`src/rtl/pipeline_stage_buffer.sv`:
```
// -----------------------------------------------------------------------------
// pipeline_stage_buffer
//
// Elastic pipeline-stage register that carries a control bundle and a datapath
// bundle between two CPU pipeline stages (for example memory -> writeback).
// Upstream and downstream use a valid/ready handshake. A two-entry skid buffer
// (main + skid register) lets the stage accept a word in the same cycle that
// downstream stalls. Because of this, in_ready is decoded from the state
// register alone, and there is no combinational path from out_ready to in_ready.
//
// Ports
//   clk        rising-edge clock
//   reset      asynchronous, active-high reset; empties the stage at once
//   flush      synchronous squash of every held entry (highest priority)
//   in_valid   upstream presents a valid instruction
//   in_ready   stage can accept a word this cycle (state-decoded)
//   in_ctrl    upstream control bundle   [CTRL_WIDTH]
//   in_data    upstream datapath bundle  [DATA_WIDTH]
//   out_valid  main register holds a valid instruction
//   out_ready  downstream accepts the word this cycle
//   out_ctrl   control bundle; forced to CTRL_BUBBLE when out_valid = 0
//   out_data   datapath bundle from the main register (don't-care if !valid)
//   occupancy  number of held entries: 0, 1 or 2
// -----------------------------------------------------------------------------
module pipeline_stage_buffer #(
  parameter int unsigned           DATA_WIDTH  = 133,
  parameter int unsigned           CTRL_WIDTH  = 2,
  parameter logic [CTRL_WIDTH-1:0] CTRL_BUBBLE = '0
) (
  input  logic                  clk,
  input  logic                  reset,
  input  logic                  flush,
  input  logic                  in_valid,
  output logic                  in_ready,
  input  logic [CTRL_WIDTH-1:0] in_ctrl,
  input  logic [DATA_WIDTH-1:0] in_data,
  output logic                  out_valid,
  input  logic                  out_ready,
  output logic [CTRL_WIDTH-1:0] out_ctrl,
  output logic [DATA_WIDTH-1:0] out_data,
  output logic [1:0]            occupancy
);

  // The encoding equals the entry count, so occupancy comes straight from it.
  typedef enum logic [1:0] {
    ST_EMPTY = 2'd0,
    ST_ONE   = 2'd1,
    ST_FULL  = 2'd2
  } state_e;

  state_e state;
  state_e state_next;

  // Storage: the main register drives the outputs. The skid register takes
  // the word that arrives while downstream stalls with main already occupied.
  logic [CTRL_WIDTH-1:0] main_ctrl;
  logic [DATA_WIDTH-1:0] main_data;
  logic [CTRL_WIDTH-1:0] skid_ctrl;
  logic [DATA_WIDTH-1:0] skid_data;

  logic push;
  logic pop;
  logic load_main_in;    // main <- upstream word
  logic load_main_skid;  // main <- skid (skid drains into the output slot)
  logic load_skid;       // skid <- upstream word

  // ---------------------------------------------------------------------------
  // Handshake decodes. Both ready and valid depend only on the state register.
  // ---------------------------------------------------------------------------
  assign in_ready  = (state != ST_FULL);
  assign out_valid = (state != ST_EMPTY);
  assign push      = in_valid  & in_ready;
  assign pop       = out_valid & out_ready;

  // ---------------------------------------------------------------------------
  // State register
  // ---------------------------------------------------------------------------
  // NOTE: sequential state uses non-blocking (<=) so every register samples
  // pre-edge values; blocking here would create order-dependent simulation.
  always_ff @(posedge clk or posedge reset) begin
    if (reset) begin
      state <= ST_EMPTY;
    end else begin
      state <= state_next;
    end
  end

  // ---------------------------------------------------------------------------
  // Next-state and load-enable decode
  // ---------------------------------------------------------------------------
  // NOTE: every output of this block gets a default first. Without the
  // defaults, a path that skips an assignment would infer a latch.
  always_comb begin
    state_next     = state;
    load_main_in   = 1'b0;
    load_main_skid = 1'b0;
    load_skid      = 1'b0;

    if (flush) begin
      // Squash everything. A push in this cycle is dropped (no load enables).
      // A pop is still seen by downstream, and the data registers hold.
      state_next = ST_EMPTY;
    end else begin
      unique case (state)
        ST_EMPTY: begin
          if (push) begin
            state_next   = ST_ONE;
            load_main_in = 1'b1;
          end
        end

        ST_ONE: begin
          unique case ({push, pop})
            2'b10: begin
              // Downstream stalled: park the new word behind the held one.
              state_next = ST_FULL;
              load_skid  = 1'b1;
            end
            2'b01: begin
              state_next = ST_EMPTY;
            end
            2'b11: begin
              // Word replaced in place: full throughput, stays ONE.
              load_main_in = 1'b1;
            end
            default: begin
              // Neither push nor pop: hold.
            end
          endcase
        end

        ST_FULL: begin
          // push cannot happen here because in_ready is low in FULL.
          if (pop) begin
            state_next     = ST_ONE;
            load_main_skid = 1'b1;
          end
        end

        default: begin
          state_next = ST_EMPTY;
        end
      endcase
    end
  end

  // ---------------------------------------------------------------------------
  // Data storage
  // ---------------------------------------------------------------------------
  // NOTE: these storage registers are reset on purpose. The reset value (0)
  // is observable on out_data, so it must be defined. They load only on an
  // explicit enable, so out_data never changes without a load.
  always_ff @(posedge clk or posedge reset) begin
    if (reset) begin
      main_ctrl <= '0;
      main_data <= '0;
      skid_ctrl <= '0;
      skid_data <= '0;
    end else begin
      if (load_main_in) begin
        main_ctrl <= in_ctrl;
        main_data <= in_data;
      end else if (load_main_skid) begin
        main_ctrl <= skid_ctrl;
        main_data <= skid_data;
      end

      if (load_skid) begin
        skid_ctrl <= in_ctrl;
        skid_data <= in_data;
      end
    end
  end

  // ---------------------------------------------------------------------------
  // Outputs
  // ---------------------------------------------------------------------------
  // Control is forced to the bubble encoding whenever the stage is empty, so a
  // stale register_write cannot reach the next stage.
  assign out_ctrl = out_valid ? main_ctrl : CTRL_BUBBLE;
  assign out_data = main_data;

  always_comb begin
    unique case (state)
      ST_EMPTY: occupancy = 2'd0;
      ST_ONE:   occupancy = 2'd1;
      ST_FULL:  occupancy = 2'd2;
      default:  occupancy = 2'd0;
    endcase
  end

`ifndef SYNTHESIS
  // Invariants: never a bubble-less empty stage, never more than two entries.
  a_bubble_when_empty : assert property (@(posedge clk) disable iff (reset)
    !out_valid |-> (out_ctrl == CTRL_BUBBLE));
  a_occupancy_range   : assert property (@(posedge clk) disable iff (reset)
    occupancy <= 2'd2);
  a_no_load_when_full : assert property (@(posedge clk) disable iff (reset)
    (state == ST_FULL) |-> !load_skid);
`endif

endmodule

```
`config.mk`:
```
export PLATFORM = sky130hd
export DESIGN_NAME = pipeline_stage_buffer
export DESIGN_NICKNAME = d
export VERILOG_FILES = /design/src/rtl/pipeline_stage_buffer.sv
export SDC_FILE = /design/constraint.sdc
export NUM_CORES = 1
export LEC_CHECK = 0
export CAP_MARGIN = 20
export CORE_MARGIN = 2
export CORE_UTILIZATION = 35
export DETAILED_ROUTE_END_ITERATION = 8
export SYNTH_ARGS = -nofsm -noshare
export SYNTH_HDL_FRONTEND = slang
export SYNTH_SLANG_ARGS = --single-unit
```
`constraint.sdc`:
```
create_clock -name clk -period 19.6 [get_ports clk]
set_clock_uncertainty 0.05 [all_clocks]
set_input_delay 2.94 -clock clk [delete_from_list [all_inputs] [get_ports clk]]
set_output_delay 2.94 -clock clk [all_outputs]
set_load 0.05 [all_outputs]
```
---- After elaboration in Yosys (flattened, before gate mapping) ----
Cells that the tools add are included.
word-level totals
  bits in registers ....................... 272
  input bits .............................. 140
  output and inout bits ................... 139
  logic and storage cells ................. 41
cells by class
  equal/unequal tests ..................... 9
  muxes and demuxes ....................... 21
  bitwise operators ....................... 2
  reduce and logical (&&, ||, !) cells .... 4
operator list
  operator            count
  $mux 133            2
  $mux 2              6
  $mux 1              9
  $pmux 2 s2          2
  $eq 2x2->1 const B  3
  $ne 3x3->1 const B  2
  $pmux 2 s3          1
  $eq 2x1->1 const B  2
  $ne 4x3->1 const B  1
  $reduce_bool 2->1   2
  $reduce_and 3->1    1
  $and 1x1->1         2
  $logic_not 2->1     1
  $ne 2x2->1 const B  1
  $pmux 1 s2          1

---- Logic depth before layout (Yosys ltp) ----
Gate-level depths: netlist of run 1.
  word-level depth ........................ 7
  depth in mapped cells ................... 7
  depth with buffers taken out ............ 6

---- Least setup slack after synthesis of run 1 ----
OpenSTA, ideal clock, no wires.
  kind .................................... register -> output
  from .................................... reg state[1]
  to ...................................... out in_ready
  arrival ................................. 1647 ps
  required time ........................... 16610 ps
  path slack .............................. 14963 ps
  cell stages (with the launch flop) ...... 4
  path buffers ............................ 0
  cells stage by stage .................... dfrtp_1 -> inv_1 -> nor2_1 -> inv_1
between the ends
  word-level cells in the longest chain between the ends .. 1
ends and longest elaborated chain
  what                    RTL line  RTL
  start, declared         51        state_e state;
  start signal, assigned  84        state <= state_next;
  $ne 2x2->1              70        assign in_ready = (state != ST_FULL);
  end, declared           34        output logic in_ready,
No other way between the ends.

---- Worst setup path after layout of run 1 ----
  from .................................... in out_ready
  to ...................................... reg main_data[129], in the netlist out_data[129]
between the ends
  word-level cells in the longest chain between the ends .. 6
  elaborated cells on any way between the ends .. 10
  those cells by class .................... eq/ne (1); mux (7); bitwise (1); reduce/logical (1)
ends and longest elaborated chain
  what                                           RTL line  RTL
  start, declared                                38        input logic out_ready,
  $and 1x1->1 (*)                                73        assign pop = out_valid & out_ready;
  $eq 2x2->1                                     113       unique case ({push, pop})
  $mux 1                                         113
  $pmux 1 s2                                     104       unique case (state)
  $mux 1                                         99        if (flush) begin
  $mux 133 or $reduce_bool 2->1 (tied branches)  n/a
  end signal, assigned                           162       main_data <= in_data;
  end signal, assigned                           165       main_data <= skid_data;
  end, declared                                  57        logic [DATA_WIDTH-1:0] main_data;
Every way passes the cells marked *; elsewhere a longest branch is shown, timed or not.
A chain may end at the register's enable or synchronous reset.

==> results by group, run 1 <==
Die
  – Placement row count: 67
  – Area of the core region: between 30000 and 40000 um2
  – Width of the die: approximately 190 um
  – Initial core utilization: 0.353
  – Die Area: 35100 um2
  – Die Y: ~190 um
  – Boundary Pins: approximately 280

Status
  – Status: finished clean

Synthesis
  – Portion of the post-synthesis area used by sequential elements: 0.579
  – Average size of a mapped cell: 15.8 um2
  – Top area cells in the synthesized netlist: sky130_fd_sc_hd__dfrtp_1 (58%), sky130_fd_sc_hd__mux2_2 (35%), sky130_fd_sc_hd__mux2_1 (3.6%)
  – Total of warnings raised by yosys: 0
  – Top cells by count, synth: sky130_fd_sc_hd__mux2_2 (365), sky130_fd_sc_hd__dfrtp_1 (272), sky130_fd_sc_hd__mux2_1 (38)
  – Synth Instances: 745
  – Nets in the synthesized netlist: 885
  – Library cell occupying the most area in the post-synthesis netlist: sky130_fd_sc_hd__dfrtp_1
  – Dominant cell by count in the synthesized netlist: sky130_fd_sc_hd__mux2_2
  – Async SR Flop Fraction: 1.00
  – Predominant post-synthesis flop cell: sky130_fd_sc_hd__dfrtp_1
  – Flip-flop and latch count after synthesis: 272
  – Count of cell types in the netlist: 24
  – Netlist Area Pre-Place: 11800 um2
  – Number of enable-type register cells in the synthesized netlist: 0
  – Post-synth top area share: 0.579

Worst setup path
  – Slowest library cell on the worst path: sky130_fd_sc_hd__buf_4
  – CP max FO: 72
  – Critical Path Start Type: input port
  – Class of the most critical setup path: in2reg
  – Critical path endpoint category: register
  – Worst path cell trace: clkdlybuf4s50_1 > nand2b_1 > nand2_8 > buf_4 > mux2_2 > mux2_2
  – Worst path most repeated cell: sky130_fd_sc_hd__mux2_2
  – Worst endpoint data arrival time: 5910 ps
  – Slowest cell delay on critical path: 880 ps
  – Required time worst endpoint: 19970 ps

Clock tree
  – TritonCTS clock tree: done
  – Total clock buffers created by CTS: 30
  – Total of hold buffers inserted after clock tree synthesis: 0
  – Clk sinks: 272
  – Clock insertion delay at the later pin of the skew report: 540 ps
  – CTS root buf: sky130_fd_sc_hd__clkbuf_16
  – H-Tree Level Count: 1
  – Clock slew at reported path FFs: about 60 ps
  – Post-cts sizing count: 0
  – Number of buffers on the longest clock path: 3
  – Setup repair bufs after CTS: 0

Global route
  – Vias in the first global route: 7323
  – Overflow after GRT: 0
  – Global-route wire length before repair: ~41000 um
  – GRT Total Usage: 0.145
  – Maximum number of pins on one net before global-route repair: 122
  – Antenna violations before repair: 3

Drt
  – Ratio of routed vias to standard cells: approximately 4.7
  – Highest signal layer in the routed design: met5
  – Via count: 6930
  – Number of DRC markers in iteration 0: 218
  – Detailed route wirelength on metal3: around 2100 um
  – Met1 wire length: 11700 um
  – WL met2: 11400 um
  – Routed wire length per instance: 17.3 um
  – Post-route DRC: 0
  – 1st-pass router iterations: 4
  – Number of nets still failing antenna checks after routing: 0
  – Final WL: 25800 um

Job
  – Number of max-cap violations: 0

Final layout
  – Fraction of final layout cells with drive strength greater than 1: 0.407
  – Syn-to-layout area delta: 35.6%
  – Post-layout net count: 1160
  – Filler-free cell count of the finished design: 1490
  – Layout fillers: 2936

Timing
  – Final count of pins violating max slew: 0
  – Setup WS post-layout: approximately 14000 ps
  – Minimum clock period after layout: around 5500 ps
  – RSZ-0062 raised after global routing: no
  – Tightest slew margin relative to the limit: 0.294
  – Crit share post-route: 0.282
  – Transition time at the pin with the least slew margin: 1060 ps
  – Fmax: 0.181 GHz
  – Final count of hold timing violations: 0
  – Final setup violation count: 0
  – Final sum of negative setup slack: 0 ps

Min path
  – Path category of the worst min-delay check: reg2reg

Placed design
  – Routability congestion estimate from global placement: 0.764
  – Number of buffers added on ports: ~280
  – Dpl ws: 13290 ps
  – Hpwl dp: roughly 16000 um
  – Total placed cells including tap cells: approximately 1400

Power and ir drop
  – P_leak: 0.00683 uW
  – Power Dens Cells: 146 nW/um2
  – Largest voltage drop on the vdd net: 0.0728 mV
sequential cells by signal, summed over array words and instances, names as in the netlist:
| signal | flops |
|---|---|
| skid_ctrl | 2 |
| skid_data | 133 |
| state | 2 |
| main_ctrl | 2 |
| out_data | 133 |
worst paths after layout:
check	from	to	slack, ps	cells after the start
hold / removal	skid_data[103]	skid_data[103]	450	1
setup / recovery	out_ready	out_data[129]	14070	6
hold reg to reg	skid_data[103]	skid_data[103]	450	1
max in group asynchronous	reset	out_data[14]	14620	5
setup reg to reg	state[1]	out_data[22]	16610	5
min in group asynchronous	reset	out_data[91]	2880	2
critical path: cells and delay by family:
family	cells	cell delay (ps)
buf+inv	2	1360
mux	2	670
simple gates	2	710
logic make-up (layout without fill, tap and decap cells):
group	Yosys count	count (layout)	synth area share
other	0	2	0
flip-flops	272	272	0.579
multiplexers	405	405	0.388
buffers and inverters	47	342	0.0223
AND/OR/NAND/NOR	16	16	0.00799
AO/OA/AOI/OAI	5	5	0.00256
per-stage QoR:
step,area [um2],total power (uW),hold slack (ps),util
final,15900,2330,448,0.479
after CTS,15900,2360,451,0.477
after global routing,15900,2440,461,0.479
after global placement,14900,1800,432,0.449
after floorplan,11800,1480,420,-
after detailed placement,14900,1810,436,0.449
metal layers:
metal | GRT usage | up-vias
met5 | 0 | -
li1 | - | 3221
met2 | 0.225 | 200
met1 | 0.195 | 3458
met4 | 0.0400 | 4
met3 | 0.0488 | 47
power by group:
| group | switching, uW | internal, uW | total [uW] |
|---|---|---|---|
| Sequential | 90.5 | 752 | 842 |
| Combinational | 551 | 400 | 951 |
| Clock | 216 | 317 | 534 |
cells in the final DEF, fill, tap and decap left out, types with 2 or more instances in the layout:
cell type,instances
sky130_fd_sc_hd__buf_4,7
sky130_fd_sc_hd__diode_2,2
sky130_fd_sc_hd__mux2_2,365
sky130_fd_sc_hd__dfrtp_1,272
sky130_fd_sc_hd__buf_16,2
sky130_fd_sc_hd__inv_1,2
sky130_fd_sc_hd__clkbuf_16,31
sky130_fd_sc_hd__nor2_1,4
sky130_fd_sc_hd__clkbuf_8,8
sky130_fd_sc_hd__clkinv_2,3
sky130_fd_sc_hd__a21oi_1,2
sky130_fd_sc_hd__clkdlybuf4s50_1,278
sky130_fd_sc_hd__clkbuf_1,9
sky130_fd_sc_hd__mux2i_1,2
sky130_fd_sc_hd__mux2_1,38
sky130_fd_sc_hd__and2_1,2
area by class of cell:
| type | count | area, um2 | share of cell area |
|---|---|---|---|
| Antenna cell | 2 | 5.00 | 0.000314 |
| Clock buffer | 48 | 920 | 0.0577 |
| Clock inverter | 4 | 22.5 | 0.00141 |
| Inverter | 3 | 18.8 | 0.00118 |
| Multi-Input combinational cell | 426 | 4710 | 0.296 |
| Sequential cell | 272 | 6810 | 0.427 |
| Tap cell | 448 | 561 | 0.0352 |
| Timing Repair Buffer | 287 | 2890 | 0.181 |
(Power assumes the default switching activity.)
==> run 2, diff against run 1 <==
- clock period: 19.6 -> 5.28 ns (I/O delays scaled with it)
==> results by group, run 2 (synthesis gave the netlist of run 1 again) <==
Die
  – Die Y: 187 um (unchanged)
  – Area of the core region: 33300 um2 (unchanged)
  – Initial core utilization: 0.353 (unchanged)
  – Boundary Pins: 279 (unchanged)
  – Placement row count: 67 (unchanged)
  – Width of the die: 187 um (unchanged)
  – Die Area: 35100 um2 (unchanged)

Final layout
  – Syn-to-layout area delta: 35.9% (was 35.6%)
  – Fraction of final layout cells with drive strength greater than 1: 0.408 (was 0.407)
  – Layout fillers: 2992 (was 2936)
  – Leading cell type in the layout, fill and taps excluded: sky130_fd_sc_hd__mux2_2 (unchanged)
  – Number of inserted diodes: 0 (was 2)
  – Most used cells in the layout excluding fill and tap cells: sky130_fd_sc_hd__mux2_2 (365), sky130_fd_sc_hd__clkdlybuf4s50_1 (278), sky130_fd_sc_hd__dfrtp_1 (272) (unchanged)
  – Post-layout net count: 1159 (was 1160)

Global route
  – Antenna violations before repair: 2 (was 3)
  – GRT Total Usage: 0.149 (was 0.145)
  – Maximum number of pins on one net before global-route repair: 144 (was 122)
  – Vias in the first global route: 7346 (was 7323)
  – Global-route wire length before repair: 42100 um (was 41300 um)
  – Overflow after GRT: 0 (unchanged)

Placed design
  – Number of buffers added on ports: 278 (unchanged)
  – Hpwl dp: 16400 um (about the same)
  – Routability congestion estimate from global placement: 0.763 (was 0.764)

Timing
  – Final sum of negative setup slack: 0 ps (unchanged)
  – Final count of hold timing violations: 0 (unchanged)
  – Tightest slew margin relative to the limit: 0.438 (was 0.294)
  – Final count of pins violating max slew: 0 (unchanged)
  – Transition time at the pin with the least slew margin: 843 ps (was 1060 ps)
  – Crit share post-route: 0.573
  – Final setup violation count: 0 (unchanged)
  – Final worst hold slack: 448 ps (about the same)
  – RSZ-0062 raised after global routing: no (unchanged)
  – Minimum clock period after layout: 3030 ps
  – Fmax: 0.330 GHz

Drt
  – Number of DRC markers in iteration 0: 169 (was 218)
  – Number of nets still failing antenna checks after routing: 0 (unchanged)
  – Via count: 6915 (was 6930)
  – Final WL: 26300 um (was 25800 um)
  – Ratio of routed vias to standard cells: 4.65 (about the same)
  – Post-route DRC: 0 (unchanged)
  – Routed wire length per instance: 17.7 um (was 17.3 um)
  – 1st-pass router iterations: 4 (unchanged)

Clock tree
  – Clock insertion delay at the later pin of the skew report: 550 ps (was 540 ps)
  – TritonCTS clock tree: done (unchanged)
  – Post-cts sizing count: 0 (unchanged)
  – CTS root buf: sky130_fd_sc_hd__clkbuf_16 (unchanged)
  – Total clock buffers created by CTS: 31 (was 30)
  – Clk sinks: 272 (unchanged)
  – Setup repair bufs after CTS: 0 (unchanged)
  – Number of buffers on the longest clock path: 3 (unchanged)
  – Total of hold buffers inserted after clock tree synthesis: 0 (unchanged)
  – Clock slew at reported path FFs: 60 ps (about the same)
  – H-Tree Level Count: 1 (unchanged)

Worst setup path
  – Worst-case register-to-register setup slack: 2650 ps (was 16610 ps)
  – Slowest library cell on the worst path: sky130_fd_sc_hd__clkdlybuf4s50_1 (was sky130_fd_sc_hd__buf_4)
  – Critical path endpoint category: primary output (was register)
  – Worst path cell trace: or2_2 > and2_1 > clkdlybuf4s50_1 (was clkdlybuf4s50_1 > nand2b_1 > nand2_8 > buf_4 > mux2_2 > mux2_2)
  – Required time worst endpoint: 4440 ps (was 19970 ps)
  – Critical Path Start Type: register (was input port)
  – Worst endpoint data arrival time: 2180 ps (was 5910 ps)
  – Slowest cell delay on critical path: 700 ps (was 880 ps)
  – CP max FO: 6 (was 72)
  – Class of the most critical setup path: reg2out (was in2reg)

Power and ir drop
  – Power Dens Cells: 545 nW/um2 (was 146 nW/um2)
  – Total Power: 8710 uW (was 2330 uW)
  – Largest voltage drop on the vdd net: 0.374 mV (was 0.0728 mV)
  – P_leak: 0.00684 uW (was 0.00683 uW)

Min path
  – Path category of the worst min-delay check: reg2reg (unchanged)

Status
  – Status: finished clean (unchanged)

Job
  – Number of max-cap violations: 0 (unchanged)
[run 2: changes by cell type in the layout (fill, tap and decap cells not counted), sizes merged]
cell      delta
bufinv       +1
clkbuf       -4
diode        -2
clkinv       +3
buf          -2
clkinvlp     +1
[run 2: power breakdown]
| part | leakage [uW] | total, uW | internal (uW) | switching (uW) |
|---|---|---|---|---|
| clock network | 0.000476 | 2040 | 1200 | 836 |
| logic | 0.00304 | 3540 | 1490 | 2050 |
| registers | 0.00333 | 3120 | 2790 | 335 |
| total | 0.00684 | 8710 | 5480 | 3220 |
[run 2: final cells by class]
cell class                      instances  area (um2)  area share
Sequential cell                       272        6810       0.426
Multi-Input combinational cell        426        4710       0.295
Timing Repair Buffer                  285        2910       0.182
Clock buffer                           44         885      0.0554
Tap cell                              448         561      0.0351
Clock inverter                          9        80.1     0.00501
Inverter                                3        15.0    0.000940
[run 2: worst max-delay path: cells and delay by family, from the launching register on]
kind,cells,cell delay [ps]
flip-flops,1,430
buffers and inverters,1,700
AND/OR/NAND/NOR,2,520
[run 2: worst paths after layout]
path                                    start             end  depth (start not counted)
min in group asynchronous               reset  skid_data[122]                          3
worst max register to register       state[1]    out_data[32]                          5
worst min-delay path            skid_data[76]   skid_data[76]                          1
worst max-delay path                 state[0]     out_ctrl[1]                          3
max in group asynchronous               reset    out_data[31]                          3
worst min register to register  skid_data[76]   skid_data[76]                          1
[run 2: metrics by stage]
step           cells   util  setup WS [ps]  instance area, um2
6_report        1487  0.480           2250               16000
5_1_grt         1487  0.480           2180               16000
4_1_cts         1487  0.480           2210               16000
3_5_place_dp    1434  0.451           1770               15000
3_3_place_gp    1434  0.451           1810               15000
2_1_floorplan    745      -            843               11800
[run 2: layer usage]
metal  global-route usage  vias up  part of all wire
met5              0.00962        -            0.0017
met4               0.0317        6             0.020
met3               0.0516       41             0.081
met2                0.229      191              0.44
met1                0.204     3464              0.46
li1                     -     3213                 -
==> patch: new RTL, settings of run 2 <==
Encoding of `state_e`: now one-hot (3 bits for 3 states).
--- a/src/rtl/pipeline_stage_buffer.sv
+++ b/src/rtl/pipeline_stage_buffer.sv
@@ -44,6 +44,6 @@
   // The encoding equals the entry count, so occupancy comes straight from it.
-  typedef enum logic [1:0] {
-    ST_EMPTY = 2'd0,
-    ST_ONE   = 2'd1,
-    ST_FULL  = 2'd2
+  typedef enum logic [2:0] {
+    ST_EMPTY = 3'b001,
+    ST_ONE   = 3'b010,
+    ST_FULL  = 3'b100
   } state_e;
Check against the original RTL: no difference found for any inputs over 4 cycles, from zero or initial values and one cycle with reset high; so few cycles prove little.
==> patch against run 2 <==
First-iteration DRC count grew 97%. Critical path type unchanged. Combinational power shrank 49%. Maximum frequency shrank 8.8%. Critical endpoint is now out_ctrl[0]. Cell area shrank 4.1%. Largest power group is now sequential cells. Setup slack lost 290 ps. Wire length grew 4.7%. Synthesized area shrank 4.4%. Synthesized cell count grew 2.7%. Highest routed layer unchanged. Via count grew 7.2%. Power shrank 25%. Non-clock buffer count grew 3. Sequential cell count grew 1.
==> patch: results (changes against run 2) <==
\begin{tabular}{lr}
\hline
Metric & Value \\
\hline
\multicolumn{2}{l}{\textbf{Run status}} \\
Result of the run & complete, no violations (unchanged) \\
\multicolumn{2}{l}{\textbf{Pwr}} \\
Standby leakage power & 0.00770 uW (was 0.00684 uW) \\
Switching power & 2090 uW (was 3220 uW) \\
Largest vdd supply drop & 290 uV (was 374 uV) \\
\multicolumn{2}{l}{\textbf{Setup path}} \\
Delay of the slowest cell on the worst path & 750 ps (was 700 ps) \\
Critical path data arrival time & 2480 ps (was 2180 ps) \\
\multicolumn{2}{l}{\textbf{Global route}} \\
GRT met2 Usage & 24.0\% (was 22.9\%) \\
Gr usage total & 16.1\% (was 14.9\%) \\
Maximum number of pins on one net before global-route repair & 150 (was 144) \\
Met1 Usage GRT & 22.0\% (was 20.4\%) \\
Wire length of the first global-routing pass & 43000 microns (was 42100 microns) \\
Met3 usage in global routing & 6.51\% (was 5.16\%) \\
Via count of the first global-routing pass & 7490 (was 7346) \\
\multicolumn{2}{l}{\textbf{Routing}} \\
Met2 wire len & 12000 microns (was 11600 microns) \\
Drt first-iter violations & 333 (was 169) \\
Wire length on met1 & 12500 microns (was 12100 microns) \\
Routed via count divided by cell count & 5.11 (was 4.65) \\
Post-detailed-route wirelength per cell & 19.0 microns (was 17.7 microns) \\
\multicolumn{2}{l}{\textbf{Synth}} \\
Sequential fraction of the synthesis area & 60.8\% (was 57.9\%) \\
Cell types with the largest area share after synthesis & sky130\_fd\_sc\_hd\_\_dfrtp\_1, sky130\_fd\_sc\_hd\_\_a22o\_1, sky130\_fd\_sc\_hd\_\_mux2\_2 (was sky130\_fd\_sc\_hd\_\_dfrtp\_1, sky130\_fd\_sc\_hd\_\_mux2\_2, sky130\_fd\_sc\_hd\_\_mux2\_1) \\
Mean post-synth cell area & 14.7 sq um (was 15.8 sq um) \\
Post-synth net total & 905 (was 885) \\
\multicolumn{2}{l}{\textbf{Cells and area}} \\
Final std cells w/o fill & 1450 (was 1487) \\
Ratio of cells with drive above 1 in the final layout & 18.9\% (was 40.8\%) \\
\multicolumn{2}{l}{\textbf{Placement}} \\
Placed Cells incl. Taps & 1396 (was 1434) \\
GP Congestion & 0.696 (was 0.763) \\
HPWL after detailed placement & 17000 microns (was 16400 microns) \\
\hline
\end{tabular}
==> patch: changes by cell type after synthesis, moves of 5 or more <==
cell                       delta
sky130_fd_sc_hd__mux2_2     -269
sky130_fd_sc_hd__buf_2       -15
sky130_fd_sc_hd__buf_4        +5
sky130_fd_sc_hd__a22o_1     +135
sky130_fd_sc_hd__mux2_4      +39
sky130_fd_sc_hd__buf_6        +7
sky130_fd_sc_hd__mux2_1      -38
sky130_fd_sc_hd__clkbuf_1    +14
sky130_fd_sc_hd__a21o_1     +135
==> patch: area by class of cell <==
class / count / area (sq um)
diodes: 1 / 2.50
clock buffers: 45 / 898
clock inverters: 8 / 92.6
fillers: 2806 / 16200
inverters: 3 / 15.0
multi-input cells: 430 / 4060
flip-flops and latches: 273 / 6830
well taps: 402 / 503
repair buffers: 288 / 2920
==> patch: metrics by stage <==
step / power [uW] / hold WS, ps / worst slack, ps / area [sq um]
after detailed placement: 4460 / 409 / 1840 / 14300
final: 6500 / 420 / 1960 / 15300
after global placement: 4440 / 404 / 1900 / 14300
after CTS: 6590 / 424 / 1940 / 15300
after global routing: 6790 / 435 / 1860 / 15300
after floorplan: 3770 / 391 / 829 / 11200
==> patch: worst paths after layout <==
path | cells past startpoint | to | startpoint
setup / recovery | 4 | out_ctrl[0] | state[0]
hold / removal | 1 | main_ctrl[1] | main_ctrl[1]
setup reg to reg | 5 | out_data[28] | state[0]
hold reg to reg | 1 | main_ctrl[1] | main_ctrl[1]
max in group asynchronous | 3 | skid_data[74] | reset
min in group asynchronous | 3 | out_data[0] | reset
==> patch: power groups by stage <==
stage               Sequential (uW)  Combinational, uW  Clock, uW
floorplan                      3350                424          0
global placement               2640               1790          0
detailed placement             2650               1810          0
CTS                            2620               1810       2160
global route                   2660               1880       2250
finish                         2620               1790       2090
